File: src/rtl/cfsr_period_monitor.sv
// cfsr_period_monitor
// Watches the state word of a small feedback shift register and measures the
// length of its cycle. Once a period is seen it keeps confirming that period.
// It counts disagreements and flags lock-up on a single repeated value.
//
// Output semantics: o_period_valid is a one-cycle strobe with no ready/accept
// path. A consumer must capture o_period on the cycle the strobe is high, or
// read o_period later, because it holds until the next measurement.
// o_state exposes the measurement FSM for debug and checker binding
// (0 = IDLE, 1 = MEASURE, 2 = VERIFY).
module cfsr_period_monitor #(
    parameter int WIDTH       = 4,
    parameter int STUCK_LIMIT = 3,
    parameter int LOCK_COUNT  = 2
) (
    input  logic             i_clk,
    input  logic             i_rst_n,
    input  logic             i_en,
    input  logic [WIDTH-1:0] i_cfsr,
    output logic [WIDTH:0]   o_period,
    output logic             o_period_valid,
    output logic             o_locked,
    output logic             o_stuck,
    output logic [7:0]       o_mismatch_cnt,
    output logic [1:0]       o_state
);

    typedef enum logic [1:0] {
        S_IDLE    = 2'd0,
        S_MEASURE = 2'd1,
        S_VERIFY  = 2'd2
    } state_t;

    // The count reaches exactly 2^WIDTH when a full-length sequence has been
    // walked without the seed reappearing. That means the seed is transient.
    localparam logic [WIDTH:0] C_CNT_ONE = {{WIDTH{1'b0}}, 1'b1};
    localparam logic [WIDTH:0] C_CNT_MAX = {1'b1, {WIDTH{1'b0}}};
    localparam logic [3:0]     C_LOCK    = 4'(LOCK_COUNT);
    localparam logic [3:0]     C_STUCK   = 4'(STUCK_LIMIT);

    state_t           r_state;
    logic [WIDTH-1:0] r_seed;
    logic [WIDTH:0]   r_cnt;
    logic [3:0]       r_match_run;
    logic [WIDTH-1:0] r_prev;
    logic [3:0]       r_same_run;
    logic [WIDTH:0]   r_period;
    logic             r_period_valid;
    logic             r_locked;
    logic             r_stuck;
    logic [7:0]       r_mismatch_cnt;

    logic             w_seed_hit;
    logic             w_cnt_at_period;
    logic             w_cnt_below_period;
    logic [WIDTH:0]   w_cnt_inc;
    logic [3:0]       w_match_inc;
    logic [7:0]       w_mismatch_inc;
    logic [3:0]       w_same_next;

    assign w_seed_hit         = (i_cfsr == r_seed);
    assign w_cnt_at_period    = (r_cnt == r_period);
    assign w_cnt_below_period = (r_cnt < r_period);
    assign w_cnt_inc          = r_cnt + C_CNT_ONE;
    assign w_match_inc        = (r_match_run == 4'hF) ? 4'hF : (r_match_run + 4'd1);
    assign w_mismatch_inc     = (r_mismatch_cnt == 8'hFF) ? 8'hFF : (r_mismatch_cnt + 8'd1);

    // same_run == 0 only before the first sample after reset. So no
    // separate first-sample flag is needed.
    assign w_same_next = (r_same_run == 4'd0)   ? 4'd1 :
                         (i_cfsr != r_prev)     ? 4'd1 :
                         (r_same_run == 4'hF)   ? 4'hF :
                                                  (r_same_run + 4'd1);

    // Period measurement / verification FSM with its registered outputs.
    always_ff @(posedge i_clk or negedge i_rst_n) begin
        if (!i_rst_n) begin
            r_state        <= S_IDLE;
            r_seed         <= '0;
            r_cnt          <= '0;
            r_match_run    <= '0;
            r_period       <= '0;
            r_period_valid <= 1'b0;
            r_locked       <= 1'b0;
            r_mismatch_cnt <= '0;
        end else begin
            r_period_valid <= 1'b0;
            if (i_en) begin
                case (r_state)
                    S_IDLE: begin
                        r_seed  <= i_cfsr;
                        r_cnt   <= C_CNT_ONE;
                        r_state <= S_MEASURE;
                    end
                    S_MEASURE: begin
                        if (w_seed_hit) begin
                            r_period       <= r_cnt;
                            r_period_valid <= 1'b1;
                            r_cnt          <= C_CNT_ONE;
                            r_match_run    <= 4'd0;
                            r_state        <= S_VERIFY;
                        end else if (r_cnt == C_CNT_MAX) begin
                            // Seed never came back: restart from this sample.
                            r_seed         <= i_cfsr;
                            r_cnt          <= C_CNT_ONE;
                            r_mismatch_cnt <= w_mismatch_inc;
                        end else begin
                            r_cnt <= w_cnt_inc;
                        end
                    end
                    S_VERIFY: begin
                        if (w_seed_hit && w_cnt_at_period) begin
                            r_match_run <= w_match_inc;
                            if (w_match_inc >= C_LOCK) begin
                                r_locked <= 1'b1;
                            end
                            r_cnt <= C_CNT_ONE;
                        end else if (w_seed_hit && w_cnt_below_period) begin
                            // Cycle got shorter: adopt the new length at once.
                            r_period       <= r_cnt;
                            r_period_valid <= 1'b1;
                            r_mismatch_cnt <= w_mismatch_inc;
                            r_match_run    <= 4'd0;
                            r_locked       <= 1'b0;
                            r_cnt          <= C_CNT_ONE;
                        end else if (!w_seed_hit && w_cnt_at_period) begin
                            // Seed missing where expected: remeasure, keep old period.
                            r_mismatch_cnt <= w_mismatch_inc;
                            r_locked       <= 1'b0;
                            r_match_run    <= 4'd0;
                            r_seed         <= i_cfsr;
                            r_cnt          <= C_CNT_ONE;
                            r_state        <= S_MEASURE;
                        end else begin
                            r_cnt <= w_cnt_inc;
                        end
                    end
                    default: begin
                        r_state <= S_IDLE;
                    end
                endcase
            end
        end
    end

    // Lock-up detector: length of the current run of identical samples.
    always_ff @(posedge i_clk or negedge i_rst_n) begin
        if (!i_rst_n) begin
            r_prev     <= '0;
            r_same_run <= '0;
            r_stuck    <= 1'b0;
        end else if (i_en) begin
            r_prev     <= i_cfsr;
            r_same_run <= w_same_next;
            r_stuck    <= (w_same_next >= C_STUCK);
        end
    end

    assign o_period       = r_period;
    assign o_period_valid = r_period_valid;
    assign o_locked       = r_locked;
    assign o_stuck        = r_stuck;
    assign o_mismatch_cnt = r_mismatch_cnt;
    assign o_state        = r_state;

endmodule

File: config.mk
export PLATFORM = sky130hd
export DESIGN_NAME = cfsr_period_monitor
export DESIGN_NICKNAME = d
export VERILOG_FILES = /design/src/rtl/cfsr_period_monitor.sv
export SDC_FILE = /design/constraint.sdc
export NUM_CORES = 1
export LEC_CHECK = 0
export CAP_MARGIN = 0
export CORE_MARGIN = 2
export CORE_UTILIZATION = 50
export DETAILED_ROUTE_END_ITERATION = 7
export PLACE_DENSITY = 0.77
export SLEW_MARGIN = 20
export SYNTH_ARGS = -nofsm -noshare
export SYNTH_HDL_FRONTEND = slang
export SYNTH_SLANG_ARGS = --single-unit
export TNS_END_PERCENT = 20
File: constraint.sdc
create_clock -name i_clk -period 3.2 [get_ports i_clk]
set_input_delay 0.8 -clock i_clk [delete_from_list [all_inputs] [get_ports i_clk]]
set_output_delay 0.8 -clock i_clk [all_outputs]
set_load 0.02 [all_outputs]
-- Word-level counts from Yosys, hierarchy flattened
Cells that the tools add are included.
- flip-flop bits (word level): 39
- input port bits: 7
- output and inout bits: 18
- logic and storage cells: 99
- add/sub/neg operators: 4
- magnitude comparators: 3
- equal/unequal tests: 19
- multiplexer cells: 46
- reduce and logical (&&, ||, !) cells: 16
- operators by type and width (operator ; count):
    $mux 4 ; 13
    $mux 8 ; 6
    $mux 5 ; 8
    $pmux 8 s2 ; 1
    $pmux 5 s3 ; 1
    $ne 2x2->1 const B ; 7
    $pmux 4 s3 ; 1
    $pmux 5 s2 ; 1
    $reduce_and 5->1 ; 2
    $add 4x1->4 const B ; 2
    $add 8x1->8 const B ; 1
    $eq 4x4->1 const B ; 2
    $eq 8x8->1 const B ; 1
    $ge 4x2->1 const B ; 2
    $mux 1 ; 8
    $mux 2 ; 4
    $pmux 4 s2 ; 1
    $reduce_and 4->1 ; 2
    $reduce_and 7->1 ; 1
    $pmux 2 s3 ; 1
    $reduce_and 6->1 ; 1
    $reduce_bool 3->1 ; 2
    $add 5x1->5 const B ; 1
    $eq 5x5->1 ; 1
    other kinds (16) ; 18

-- Depth between registers and ports, before layout
Gate-level depths: netlist (run 1).
- depth after elaboration: 7
- mapped depth: 9
- gate-level depth less buffers: 8

-- Worst setup path after synthesis (run 1)
OpenSTA, ideal clock, no wires.
- kind: input port to flip-flop
- start: in i_cfsr[1]
- end: reg r_mismatch_cnt[5], in the netlist o_mismatch_cnt[5]
- library setup time: 0.128 ns
- data arrival time: 2.579 ns
- data required time: 3.072 ns
- path slack: 0.493 ns
- stages on the path: 6
- buffers on the path: 0
- path through: xnor2_1 > nand4_2 > or4b_4 > o21ba_4 > nor4_1 > mux2_1
- longest elaborated chain between the ends: 5
- elaborated cells between the ends (all ways): 12
- classes of those cells: eq/ne (4); mux (3); reduce/logical (5)
- RTL lines (item ; line ; text):
    start, declared ; 19 ; input logic [WIDTH-1:0] i_cfsr,
    $eq 4x4->1 * ; 61 ; assign w_seed_hit = (i_cfsr == r_seed);
    $logic_not 1->1 or $logic_and 1x1->1 (tied branches) ; 126, 118 ;
    $logic_and 1x1->1 or $mux 8 (tied branches) ; 126, 118 ;
    $ne 3x3->1 (no line) or $mux 8 (tied branches) ; - ;
    $reduce_and 6->1 (no line) or $pmux 8 s2 (tied branches) ; - ;
    end signal, assigned ; 106 ; r_mismatch_cnt <= w_mismatch_inc;
    end signal, assigned ; 122 ; r_mismatch_cnt <= w_mismatch_inc;
    end signal, assigned ; 128 ; r_mismatch_cnt <= w_mismatch_inc;
    end, declared ; 51 ; logic [7:0] r_mismatch_cnt;
Every way passes the cells marked *; elsewhere a longest branch is shown, timed or not. The select of a mux whose other input is x is not followed.
A chain may end at the register's enable or synchronous reset.

-- Final worst setup path (run 1)
- start: in i_cfsr[0]
- end: reg r_mismatch_cnt[5], in the netlist o_mismatch_cnt[5]
Same word-level chain as after synthesis.

==> impl_metrics.yaml, run 1 <==
yosys:
  yosys-top-cells-area: "dfrtp_1 42%, mux2_2 8.8%, ha_1 8.7%, nand2_1 4.2%, nand3_1 3.5%"
  yosys.area.top_type: "dfrtp_1"
  synth_cells: 235
  synth_most_common_cell: "dfrtp_1"
  synthDistinctLibCells: 43
  synth_seq_cells: 39
  ys_seq_area_share_pct: 42.2
  synth_area_um2: 2310
  netlist.area_leader.share_pct: 42.2
  avgSynthCellArea_um2: 9.84
  async_reset_ff_share_pct: 100
  yosysWarnings: 0
  synth_commonest_cells: "39 x dfrtp_1, 26 x nand2_1, 18 x mux2_2"
  synth-main-ff-cell: "dfrtp_1"
  mappedNetlistNets: 258
  synth-edff-count: 0
sta:
  fin_ws_ps: 319
  drv_slew: 0
  max_slew_margin_pct: 42.9
  rsz0062_at_grt: "no"
  worst_pin_slew_ps: 856
  max_freq_mhz: 347
  period_minus_slack_ps: 2880
  fin_tns_setup_ps: 0
  hold_viol: 0
  period_share_pct: 90.0
  setup_violations: 0
  skew_ps: 7.48
setup_path:
  required_ps: 3380
  critPathSlowestCell: "or4b_4"
  worst-setup-path-type: "in2reg"
  worstPathMaxFanout: 7
  start_kind: "input port"
  crit_chain: "clkdlybuf4s50_1 -> xnor2_1 -> nand4_2 -> or4b_4 -> o21ba_4 -> nor4_1 -> mux2_1"
  worst_path_largest_cell_delay_ps: 510
  crit_path_end_kind: "register"
  worstPathArrival_ps: 3060
global_route:
  track_usage_pct: 19.8
  grt_pass1_wl_um: 8000
  grt_max_degree: 40
  grt_pass1_vias: 1752
  antenna_found_initial: 0
  gr-total-overflow: 0
cts:
  htreeDepth: 2
  root_buffer: "clkbuf_8"
  clockBufferDepth: 2
  postCtsSetupRepairBufs: 0
  cts_tree: "done"
  cts_inserted_buffers: 5
  clk_latency_ps: 290
  holdBufCountCts: 0
  cts_resized: 0
  clkTransAtPathRegs_ps: 80
  cts_sinks: 39
drt:
  top_layer_used: "met4"
  met3_length_um: 121
  routed_via_density: 5.74
  first_iter_violations: 94
  ant_nets: 0
  drc: 0
  drt_pass1_iterations: 4
  met1_length_um: 2140
  routedWlPerCell_um: 14.1
  met2_length_um: 2280
  routed_wl_um: 4620
  via_count: 1877
flow_run:
  drv_cap: 0
layout:
  multi_input_area_um2: 1270
  final_nets: 297
  drive_gt1_share_pct: 17.1
  fillerInstances: 371
  fin_util_pct: 63.2
  layoutNonFillerInstCount: 327
  syn2layout_area_growth_pct: 20.6
  fin_area_um2: 2790
  seqCellArea_um2: 976
  diodes: 0
die:
  die_h_um: 72.0
  core_region_area_um2: 4410
  initial_core_util_pct: 52.4
  ioPinCount: 25
  die_w_um: 72.0
  dieArea_um2: 5190
  rows: 24
place:
  io_buffer_count: 24
  dp.cells: 319
  routabilityCongestion: 0.841
  dp_hpwl_um: 3370
  placed_area_um2: 2690
  post-place-ws_ps: 2.19
status:
  outcome: "completed"
power:
  power_leakage_nw: 1.23
  ir_drop_mv: 0.327
  p_per_area_nw_per_um2: 638
hold_path:
  min_path_type: "reg2reg"
==> layer usage <==
metal | vias to the layer above | GRT usage (%)
met1 | 911 | 25.5
li1 | 930 | -
met3 | 6 | 4.03
met2 | 30 | 32.9
met4 | 0 | 7.76
met5 | - | 0
==> worst max-delay path: cells and delay by family <==
kind	cells	cell delay (ps)
compound gates	1	240
xor+xnor	1	220
buf+inv	1	440
mux	1	360
simple gates	3	1000
==> cells in the final DEF, fill, tap and decap left out, types with 7 or more instances in the layout <==
cell type / netlist / layout
xnor2_1: 8 / 8
mux2_2: 18 / 18
buf_4: 0 / 11
nand3_1: 16 / 16
ha_1: 16 / 16
clkbuf_8: 0 / 7
clkdlybuf4s50_1: 0 / 23
inv_1: 15 / 15
nor2_1: 13 / 13
nand2_1: 26 / 26
o21ai_0: 13 / 13
a21oi_1: 13 / 13
dfrtp_1: 39 / 39
==> worst paths after layout <==
check,startpoint,slack [ps],depth (start not counted),endpoint
max,i_cfsr[0],320,7,o_mismatch_cnt[5]
min,o_stuck,520,2,o_stuck
max reg2reg,r_cnt[3],470,7,o_mismatch_cnt[5]
min reg2reg,o_stuck,520,2,o_stuck
max in group asynchronous,i_rst_n,2040,1,r_cnt[3]
min in group asynchronous,i_rst_n,600,1,o_stuck
==> sequential cells by signal, summed over array words and instances (netlist names), 2 cells and up <==
| name | flops |
|---|---|
| o_mismatch_cnt | 8 |
| o_period | 5 |
| r_cnt | 5 |
| r_match_run | 4 |
| r_prev | 4 |
| r_same_run | 4 |
| r_seed | 4 |
| o_state | 2 |
==> logic make-up (layout without fill, tap and decap cells) <==
group                      count (synthesis)  count (layout)  synth area share, %
AOI/OAI and AO/OA                         45              45                 12.5
xor gates and xnor gates                  11              11                 4.49
adders and majority gates                 16              16                 8.65
buffers and inverters                     18              58                 2.92
DFF                                       39              39                 42.2
muxes                                     21              21                 10.2
and+or+nand+nor                           85              85                 19.0
==> power breakdown <==
| group | internal, W | total, W | leakage, nW | switching [W] |
|---|---|---|---|---|
| registers | 0.000581 | 0.000674 | 0.510 | 0.0000923 |
| logic | 0.000352 | 0.000736 | 0.673 | 0.000384 |
| clock network | 0.000196 | 0.000371 | 0.0505 | 0.000175 |
==> layout make-up <==
class / count / share of cell area (%)
clock buffers: 7 / 3.45
clock inverters: 1 / 0.269
inverters: 15 / 2.02
multi-input cells: 178 / 45.5
flip-flops and latches: 39 / 35.0
well taps: 52 / 2.33
repair buffers: 35 / 11.4
==> through the flow <==
step                total power [W]  hold slack [ps]
finish                      0.00178              521
floorplan                   0.00118              501
global route                0.00192              549
detailed placement          0.00142              515
global placement            0.00140              511
CTS                         0.00180              528
(Power assumes the default switching activity.)
==> inputs of run 2 (changes only) <==
- CAP_MARGIN: 0 -> not set
==> results of run 2 <==
No change in the layout: final DEF, timing and power equal those of run 1.
==> inputs of run 3 (changes only) <==
- CORE_ASPECT_RATIO: not set -> 1.75
- CORE_UTILIZATION: 50 -> 55
- PLACE_DENSITY: 0.77 -> 0.83
==> run 3 against run 2 <==
Clock-buffer cell count up 1. Sequential share of layout area up 0.38 points. Clock skew down 2.8 ps. Critical path type unchanged. Highest routed layer unchanged.
==> impl_metrics.yaml, run 3 (same netlist as run 1, synthesis figures left out) <==
drt:
  drt_pass1_iterations: 4
  drc: 0
  first_iter_violations: 45
  routed_via_density: 5.89
  via_count: 1890
  ant_nets: 0
  routed_wl_um: 4740
  routedWlPerCell_um: 14.8
power:
  power_switching_w: 0.000658
  p_sw_share_pct: 36.9
  p_per_area_nw_per_um2: 647
  ir_drop_mv: 0.519
  power_leakage_nw: 1.22
  power_frac_seq_pct: 37.5
  clkPwrFrac_pct: 20.3
  combPwrFrac_pct: 42.2
  power.internal_w: 0.00113
die:
  core_region_area_um2: 4070
  rows: 31
  ioPinCount: 25
  die_h_um: 89.8
  dieArea_um2: 4760
  die_w_um: 53.0
  initial_core_util_pct: 56.8
setup_path:
  cp-startpoint: "i_cfsr[1]"
  worst-setup-path-type: "in2reg"
  crit_path_end: "o_mismatch_cnt[5]"
  worstPathMaxFanout: 7
  worstPathArrival_ps: 3110
  start_kind: "input port"
  required_ps: 3370
  r2r_cells: 7
  r2r_end: "o_mismatch_cnt[5]"
  crit_path_end_kind: "register"
  reg2reg_slack_ps: 370
  r2r-start: "r_cnt[3]"
sta:
  fin_tns_setup_ps: 0
  max_slew_margin_pct: 42.0
  worst_pin_slew_ps: 869
  max_freq_mhz: 341
  period_share_pct: 91.7
  rsz0062_at_grt: "no"
  skew_ps: 4.66
  drv_slew: 0
  setup_violations: 0
  hold_viol: 0
  fin_ws_ps: 267
  period_minus_slack_ps: 2930
layout:
  drive_gt1_share_pct: 15.8
  final_common_cell: "dfrtp_1"
  syn2layout_area_growth_pct: 19.3
  diodes: 0
  final_nets: 294
  most-common-layout-cells: "39 x dfrtp_1, 26 x nand2_1, 23 x clkdlybuf4s50_1"
  layoutNonFillerInstCount: 321
  largest_reg_flops: 8
cts:
  cts_tree: "done"
  clkTransAtPathRegs_ps: 70
  cts_resized: 0
  clockBufferDepth: 2
  htreeDepth: 2
  root_buffer: "clkbuf_8"
  holdBufCountCts: 0
  cts_inserted_buffers: 5
  postCtsSetupRepairBufs: 0
  clk_latency_ps: 290
  cts_sinks: 39
global_route:
  grt_max_degree: 40
  track_usage_pct: 22.6
  grt_pass1_vias: 1941
  grt_pass1_wl_um: 8280
  gr-total-overflow: 0
  antenna_found_initial: 0
place:
  routabilityCongestion: 0.919
  dp.cells: 313
  dp_hpwl_um: 3560
  io_buffer_count: 24
  post-place-ws_ps: -37.7
flow_run:
  drv_cap: 0
status:
  outcome: "completed"
hold_path:
  min_path_type: "reg2reg"
==> run 3: metal layers <==
metal | global-route usage, % | up-vias | wire length, um
li1 | - | 914 | -
met1 | 24.2 | 904 | 1800
met2 | 40.4 | 60 | 2610
met3 | 3.65 | 12 | 175
met4 | 10.9 | 0 | 155
met5 | 0 | - | 0
==> run 3: final cells by class <==
class                           instances  area [um^2]
Fill cell                             330         1310
Multi-Input combinational cell        178         1270
Sequential cell                        39          976
Timing Repair Buffer                   32          295
Clock buffer                            8          100
Tap cell                               49         61.3
Inverter                               15         56.3
==> run 3: worst min path at each step <==
stage / from / to / slack (ps) / cells after the start
floorplan: i_rst_n / o_locked / 500 / 0
global placement: r_seed[1] / r_seed[1] / 510 / 1
detailed placement: o_stuck / o_stuck / 510 / 2
CTS: o_stuck / o_stuck / 530 / 2
global route: r_prev[3] / r_prev[3] / 560 / 1
finish: o_stuck / o_stuck / 520 / 2
==> run 3: critical path, cell delays in order <==
cell	delay (ps)
clkdlybuf4s50_1	440
xnor2_1	270
nand4_2	140
or4b_4	530
o21ba_4	240
nor4_1	330
mux2_1	350
==> run 3: through the flow <==
stage	utilization [%]	power [W]	hold slack (ps)	cell area (um^2)
after global placement	65.3	0.00140	509	2660
after floorplan	-	0.00118	501	2310
after global routing	67.7	0.00192	561	2760
after detailed placement	65.3	0.00142	513	2660
after CTS	67.7	0.00179	527	2760
final	67.7	0.00178	520	2760
==> run 3: power by group through the flow <==
stage	sequential [W]	combinational, W	clock, W
4_1_cts	0.000671	0.000749	0.000373
3_3_place_gp	0.000677	0.000723	0
2_1_floorplan	0.000712	0.000468	0
3_5_place_dp	0.000681	0.000743	0
6_report	0.000670	0.000753	0.000362
5_1_grt	0.000683	0.000838	0.000396
